===== src/rtl/dmem_arbiter.sv =====
// -----------------------------------------------------------------------------
// dmem_arbiter
//
// Two-port arbiter and access sequencer in front of a single-ported data
// memory with registered read data.
//   - Port 0 (core load/store unit) and port 1 (debug/DMA loader) share the
//     memory port. At most one access is granted per cycle.
//   - Byte addresses are converted to word indices. Misaligned addresses and
//     addresses beyond the memory depth are granted but never reach memory;
//     they complete with an error flag.
//   - Every granted access completes exactly one cycle after its grant, which
//     hides the memory's one-cycle read latency behind a uniform response.
//
// Optional build macro:
//   DMEM_ARB_RR_EN  defined   -> round-robin arbitration on ties (last_gnt reg)
//                   undefined -> fixed priority, port 0 beats port 1
//
// Ports:
//   clk, rst_n                 clock, asynchronous active-low reset
//   pN_req/we/addr/wdata       request side (N = 0,1), held stable until pN_gnt
//   pN_gnt                     combinational: access issued this cycle
//   pN_done/err/rdata          registered response, one cycle after pN_gnt
//   mem_r/mem_w/mem_addr/
//   mem_wdata                  memory command (mem_addr is a word index)
//   mem_rdata                  memory read data, valid the cycle after mem_r
// -----------------------------------------------------------------------------
module dmem_arbiter #(
  parameter int ADDR_W     = 32,
  parameter int DATA_W     = 32,
  parameter int DEPTH_LOG2 = 8
) (
  input  logic              clk,
  input  logic              rst_n,

  input  logic              p0_req,
  input  logic              p0_we,
  input  logic [ADDR_W-1:0] p0_addr,
  input  logic [DATA_W-1:0] p0_wdata,
  output logic              p0_gnt,
  output logic              p0_done,
  output logic              p0_err,
  output logic [DATA_W-1:0] p0_rdata,

  input  logic              p1_req,
  input  logic              p1_we,
  input  logic [ADDR_W-1:0] p1_addr,
  input  logic [DATA_W-1:0] p1_wdata,
  output logic              p1_gnt,
  output logic              p1_done,
  output logic              p1_err,
  output logic [DATA_W-1:0] p1_rdata,

  output logic              mem_r,
  output logic              mem_w,
  output logic [ADDR_W-1:0] mem_addr,
  output logic [DATA_W-1:0] mem_wdata,
  input  logic [DATA_W-1:0] mem_rdata
);

  // Raw arbitration result (before reset gating)
  logic win0;
  logic win1;

  // Issued access this cycle
  logic              issue0;
  logic              issue1;
  logic              issue_any;
  logic              win_we;
  logic [ADDR_W-1:0] win_addr;
  logic [DATA_W-1:0] win_wdata;
  logic              win_legal;

  // Response pipeline stage, captured at the grant edge
  logic resp_valid_q, resp_valid_d;
  logic resp_port_q,  resp_port_d;
  logic resp_rd_q,    resp_rd_d;
  logic resp_err_q,   resp_err_d;

  logic resp_rd_ok;

  // ---------------------------------------------------------------------------
  // Winner selection
  // ---------------------------------------------------------------------------
`ifdef DMEM_ARB_RR_EN
  // last_gnt_q holds the port granted most recently; on a tie the other port
  // wins. Reset value 1 makes port 0 win the first tie.
  logic last_gnt_q, last_gnt_d;

  always_comb begin
    win0 = p0_req & (~p1_req | last_gnt_q);
    win1 = p1_req & (~p0_req | ~last_gnt_q);
  end

  always_comb begin
    last_gnt_d = last_gnt_q;
    if (issue1) begin
      last_gnt_d = 1'b1;
    end else if (issue0) begin
      last_gnt_d = 1'b0;
    end
  end

  always_ff @(posedge clk or negedge rst_n) begin
    if (!rst_n) begin
      last_gnt_q <= 1'b1;
    end else begin
      last_gnt_q <= last_gnt_d;
    end
  end
`else
  // Fixed priority: port 0 always wins; port 1 may starve under continuous
  // port 0 traffic.
  always_comb begin
    win0 = p0_req;
    win1 = p1_req & ~p0_req;
  end
`endif

  // ---------------------------------------------------------------------------
  // Issue path: grant, address check and memory command
  // ---------------------------------------------------------------------------
  always_comb begin
    // While reset is asserted nothing may be granted, even if requests are up.
    issue0    = win0 & rst_n;
    issue1    = win1 & rst_n;
    issue_any = issue0 | issue1;

    win_we    = issue1 ? p1_we    : p0_we;
    win_addr  = issue1 ? p1_addr  : p0_addr;
    win_wdata = issue1 ? p1_wdata : p0_wdata;

    // Word aligned and inside the 2**DEPTH_LOG2 word window
    win_legal = (win_addr[1:0] == 2'b00) &&
                ((win_addr >> (DEPTH_LOG2 + 2)) == '0);

    p0_gnt = issue0;
    p1_gnt = issue1;

    // Illegal winners are still granted, but the memory is not touched.
    mem_r     = issue_any & win_legal & ~win_we;
    mem_w     = issue_any & win_legal &  win_we;
    mem_addr  = '0;
    mem_wdata = '0;
    if (issue_any) begin
      mem_addr  = {{(ADDR_W - DEPTH_LOG2){1'b0}}, win_addr[DEPTH_LOG2+1:2]};
      mem_wdata = win_wdata;
    end
  end

  // ---------------------------------------------------------------------------
  // Response stage
  // ---------------------------------------------------------------------------
  always_comb begin
    resp_valid_d = issue_any;
    resp_port_d  = issue1;
    resp_rd_d    = issue_any & ~win_we;
    resp_err_d   = issue_any & ~win_legal;
  end

  // Asynchronous reset clears any in-flight response, so no done appears
  // after reset is released.
  always_ff @(posedge clk or negedge rst_n) begin
    if (!rst_n) begin
      resp_valid_q <= 1'b0;
      resp_port_q  <= 1'b0;
      resp_rd_q    <= 1'b0;
      resp_err_q   <= 1'b0;
    end else begin
      resp_valid_q <= resp_valid_d;
      resp_port_q  <= resp_port_d;
      resp_rd_q    <= resp_rd_d;
      resp_err_q   <= resp_err_d;
    end
  end

  // Response fan-out: only the responding port sees done/err/rdata; memory
  // read data is forwarded only for legal reads, otherwise zero.
  always_comb begin
    resp_rd_ok = resp_rd_q & ~resp_err_q;

    p0_done  = resp_valid_q & ~resp_port_q;
    p1_done  = resp_valid_q &  resp_port_q;
    p0_err   = p0_done & resp_err_q;
    p1_err   = p1_done & resp_err_q;
    p0_rdata = (p0_done & resp_rd_ok) ? mem_rdata : '0;
    p1_rdata = (p1_done & resp_rd_ok) ? mem_rdata : '0;
  end

endmodule


===== config.mk =====
export PLATFORM = sky130hd
export DESIGN_NAME = dmem_arbiter
export DESIGN_NICKNAME = d
export VERILOG_FILES = /design/src/rtl/dmem_arbiter.sv
export SDC_FILE = /design/constraint.sdc
export NUM_CORES = 1
export LEC_CHECK = 0
export BUFFER_PORTS_ARGS = -buffer_cell sky130_fd_sc_hd__buf_2
export CELL_PAD_IN_SITES_DETAIL_PLACEMENT = 1
export CELL_PAD_IN_SITES_GLOBAL_PLACEMENT = 1
export CORE_AREA = 2 2 116 118
export DETAILED_ROUTE_END_ITERATION = 16
export DIE_AREA = 0 0 118 120
export GPL_ROUTABILITY_DRIVEN = 0
export PLACE_DENSITY_LB_ADDON = 0.05
export SYNTH_ARGS = -nofsm -noshare
export SYNTH_HDL_FRONTEND = slang
export SYNTH_SLANG_ARGS = --single-unit

===== constraint.sdc =====
create_clock -name clk -period 1.3 [get_ports clk]
set_input_delay 0.26 -clock clk [delete_from_list [all_inputs] [get_ports clk]]
set_output_delay 0.26 -clock clk [all_outputs]
set_load 0.005 [all_outputs]

==> summary.txt <==
CP Data Arrival Time = 1470 ps
Yosys top cell area share = 0.273
Critical Path RT = 1040 ps
Starting Density = 0.120
Post-Synthesis Cells = 225
nets = 685
clock-pin slew on the worst setup and hold paths = 30 ps
share of post-route cells with drive strength above 1 = 0.772
most frequent cell after synthesis = and2_1
GRT Total Usage = 0.140
Layout fillers = 1620
Setup-failing EPs final = 99
total wire length = 10.7 mm
drt pass-1 iters = 4
Power Total = 1.53 mW
Die Area = 0.0142 mm^2
Multi-input gate area = 0.00167 mm^2
post-route ant nets = 0
final worst slack = -434 ps
Antenna Cells = 0
GR Overflow Total = 0
VDD IR max = 344 uV
crit path max fanout = 17
Max clock buf depth = 2
CTS tree = done
die width = 118 um
Root Buffer = clkbuf_16
initial antenna violation count = 0
syn avg cell area = 6.92 um^2
via count = 2775
Cell Rows = 42
Worst setup EP type = output port
sequential area share after synthesis = 0.0643
Yosys cell types = 21
failing checks = setup timing
htree depth = 1
status = finished, violations left
clock sinks = 4
Port Buf Inserts = 277
first-pass GRT wire length = 15.9 mm
asr flop ratio synth = 1.00
smallest hold slack = 65.5 ps
Main synth FF type = dfrtp_1
max cap viols = 0
HPWL after detailed placement = 8.07 mm
Post-synth EDFFs = 0
register area = 100 um^2
DRC Markers = 0
DRT iter0 DRCs = 38
CTS Hold Bufs = 0
most frequent cells after synthesis = and2_1, nor2b_1, a22oi_1
I/O pins = 302
FF+latch count, synth = 4
Tcrit/Tclk final = 1.33
kind of critical path = reg2out
Yosys top cell by area = and2_1
Hold Vio Cnt, Final = 0
vias in the first global route = 2955
CTS Buf Count = 3
synth top area cells = and2_1, a22oi_1, nor2b_1, buf_4, dfrtp_1
area delta synth->final = 169%
DR vias/cell = 4.00
synthesized cell area = 0.00156 mm^2
Worst Setup SP = resp_port_q$_DFF_PN0_
largest net degree at the start of global routing = 46
pins over their slew limit = 0
Vert. Die Dim = 120 um
Final min period = 1730 ps
Hold Path Class = in2async
yosys warns = 0
Core Box Area = 0.0130 mm^2
PwrDens = 365 mW/mm^2
Max Fclk = 577 MHz
Static Leak = 2.22 nW
startpoint type of the worst setup path = register
WL/cell = 15.5 um
RSZ-0062 raised after global routing = yes
==> registers in the layout, summed over array words and instances (netlist names) <==
| signal | flops |
|---|---|
| resp_valid_q | 1 |
| resp_port_q | 1 |
| resp_rd_q | 1 |
| resp_err_q | 1 |
==> timing repair <==
action	4_1_cts	5_1_grt
cloned	8	1
buffers inserted	10	2
pin swaps	29	22
setup endpoints to repair	109	110
gates resized for setup	118	58
==> worst max-delay path, stage by stage, from the launching register on <==
cell,delay [ps]
dfrtp_1,410
and2_4,160
and3b_2,240
buf_8,160
and2_1,160
buf_2,130
==> routing by layer <==
| metal | routed length, um | track usage |
|---|---|---|
| met2 | 5810 | 0.275 |
| met5 | 0 | 0 |
| met1 | 4010 | 0.155 |
| met4 | 62 | 0.0211 |
| met3 | 851 | 0.0323 |
==> cell type report <==
type | count | area share
well taps | 176 | 0.0525
multi-input cells | 199 | 0.397
flip-flops and latches | 4 | 0.0239
inverters | 2 | 0.00179
clock buffers | 3 | 0.0179
repair buffers | 309 | 0.507
==> through the flow <==
step / instances / utilization / setup TNS (ps) / setup WS (ps) / area [um^2]
floorplan: 248 / - / -412 / -22.4 / 1650
global placement: 677 / 0.243 / -19050 / -444 / 3160
detailed placement: 677 / 0.243 / -19450 / -466 / 3160
CTS: 697 / 0.310 / -28800 / -426 / 4030
global route: 693 / 0.323 / -34500 / -505 / 4190
finish: 693 / 0.323 / -27150 / -434 / 4190
==> layout by cell type (no fill, tap or decap) <==
master,n
buf_4,8
conb_1,24
nor4_1,4
o21ai_0,1
nand4_1,2
and2_4,31
dfrtp_1,4
inv_1,2
buf_2,231
clkbuf_16,3
nor2b_2,1
and3_1,1
buf_16,3
and3b_2,2
nor4_2,3
nor2b_1,39
buf_6,56
a22oi_2,40
nand3b_4,1
nor2b_4,2
a21boi_1,1
mux2i_1,1
and4_1,2
and3_4,1
buf_8,5
buf_12,6
nor4_4,5
and2_1,37
a211oi_2,1
==> logic make-up (layout without fill, tap and decap cells) <==
| family | Yosys count | in the layout | share of synthesized area |
|---|---|---|---|
| flops | 4 | 4 | 0.0643 |
| buf+inv | 45 | 314 | 0.179 |
| other cells | 1 | 24 | 0.00241 |
| mux | 1 | 1 | 0.00643 |
| simple gates | 131 | 131 | 0.542 |
| compound gates | 43 | 43 | 0.206 |
==> power by group <==
part | leakage, nW | internal (mW) | total, mW | switching, mW
combinational | 2.13 | 0.537 | 0.922 | 0.385
clock | 0.0370 | 0.392 | 0.471 | 0.0789
sequential | 0.0512 | 0.132 | 0.138 | 0.00555
total | 2.22 | 1.06 | 1.53 | 0.469
==> path summary, 6_finish.rpt <==
check,endpoint,slack (ps),cells past startpoint
max in group asynchronous,resp_err_q$_DFF_PN0_,1040,2
worst min-delay path,resp_valid_q$_DFF_PN0_,70,2
worst max-delay path,p1_rdata[27],-430,5
min in group clk,resp_port_q$_DFF_PN0_,440,4
(Power assumes the default switching activity.)
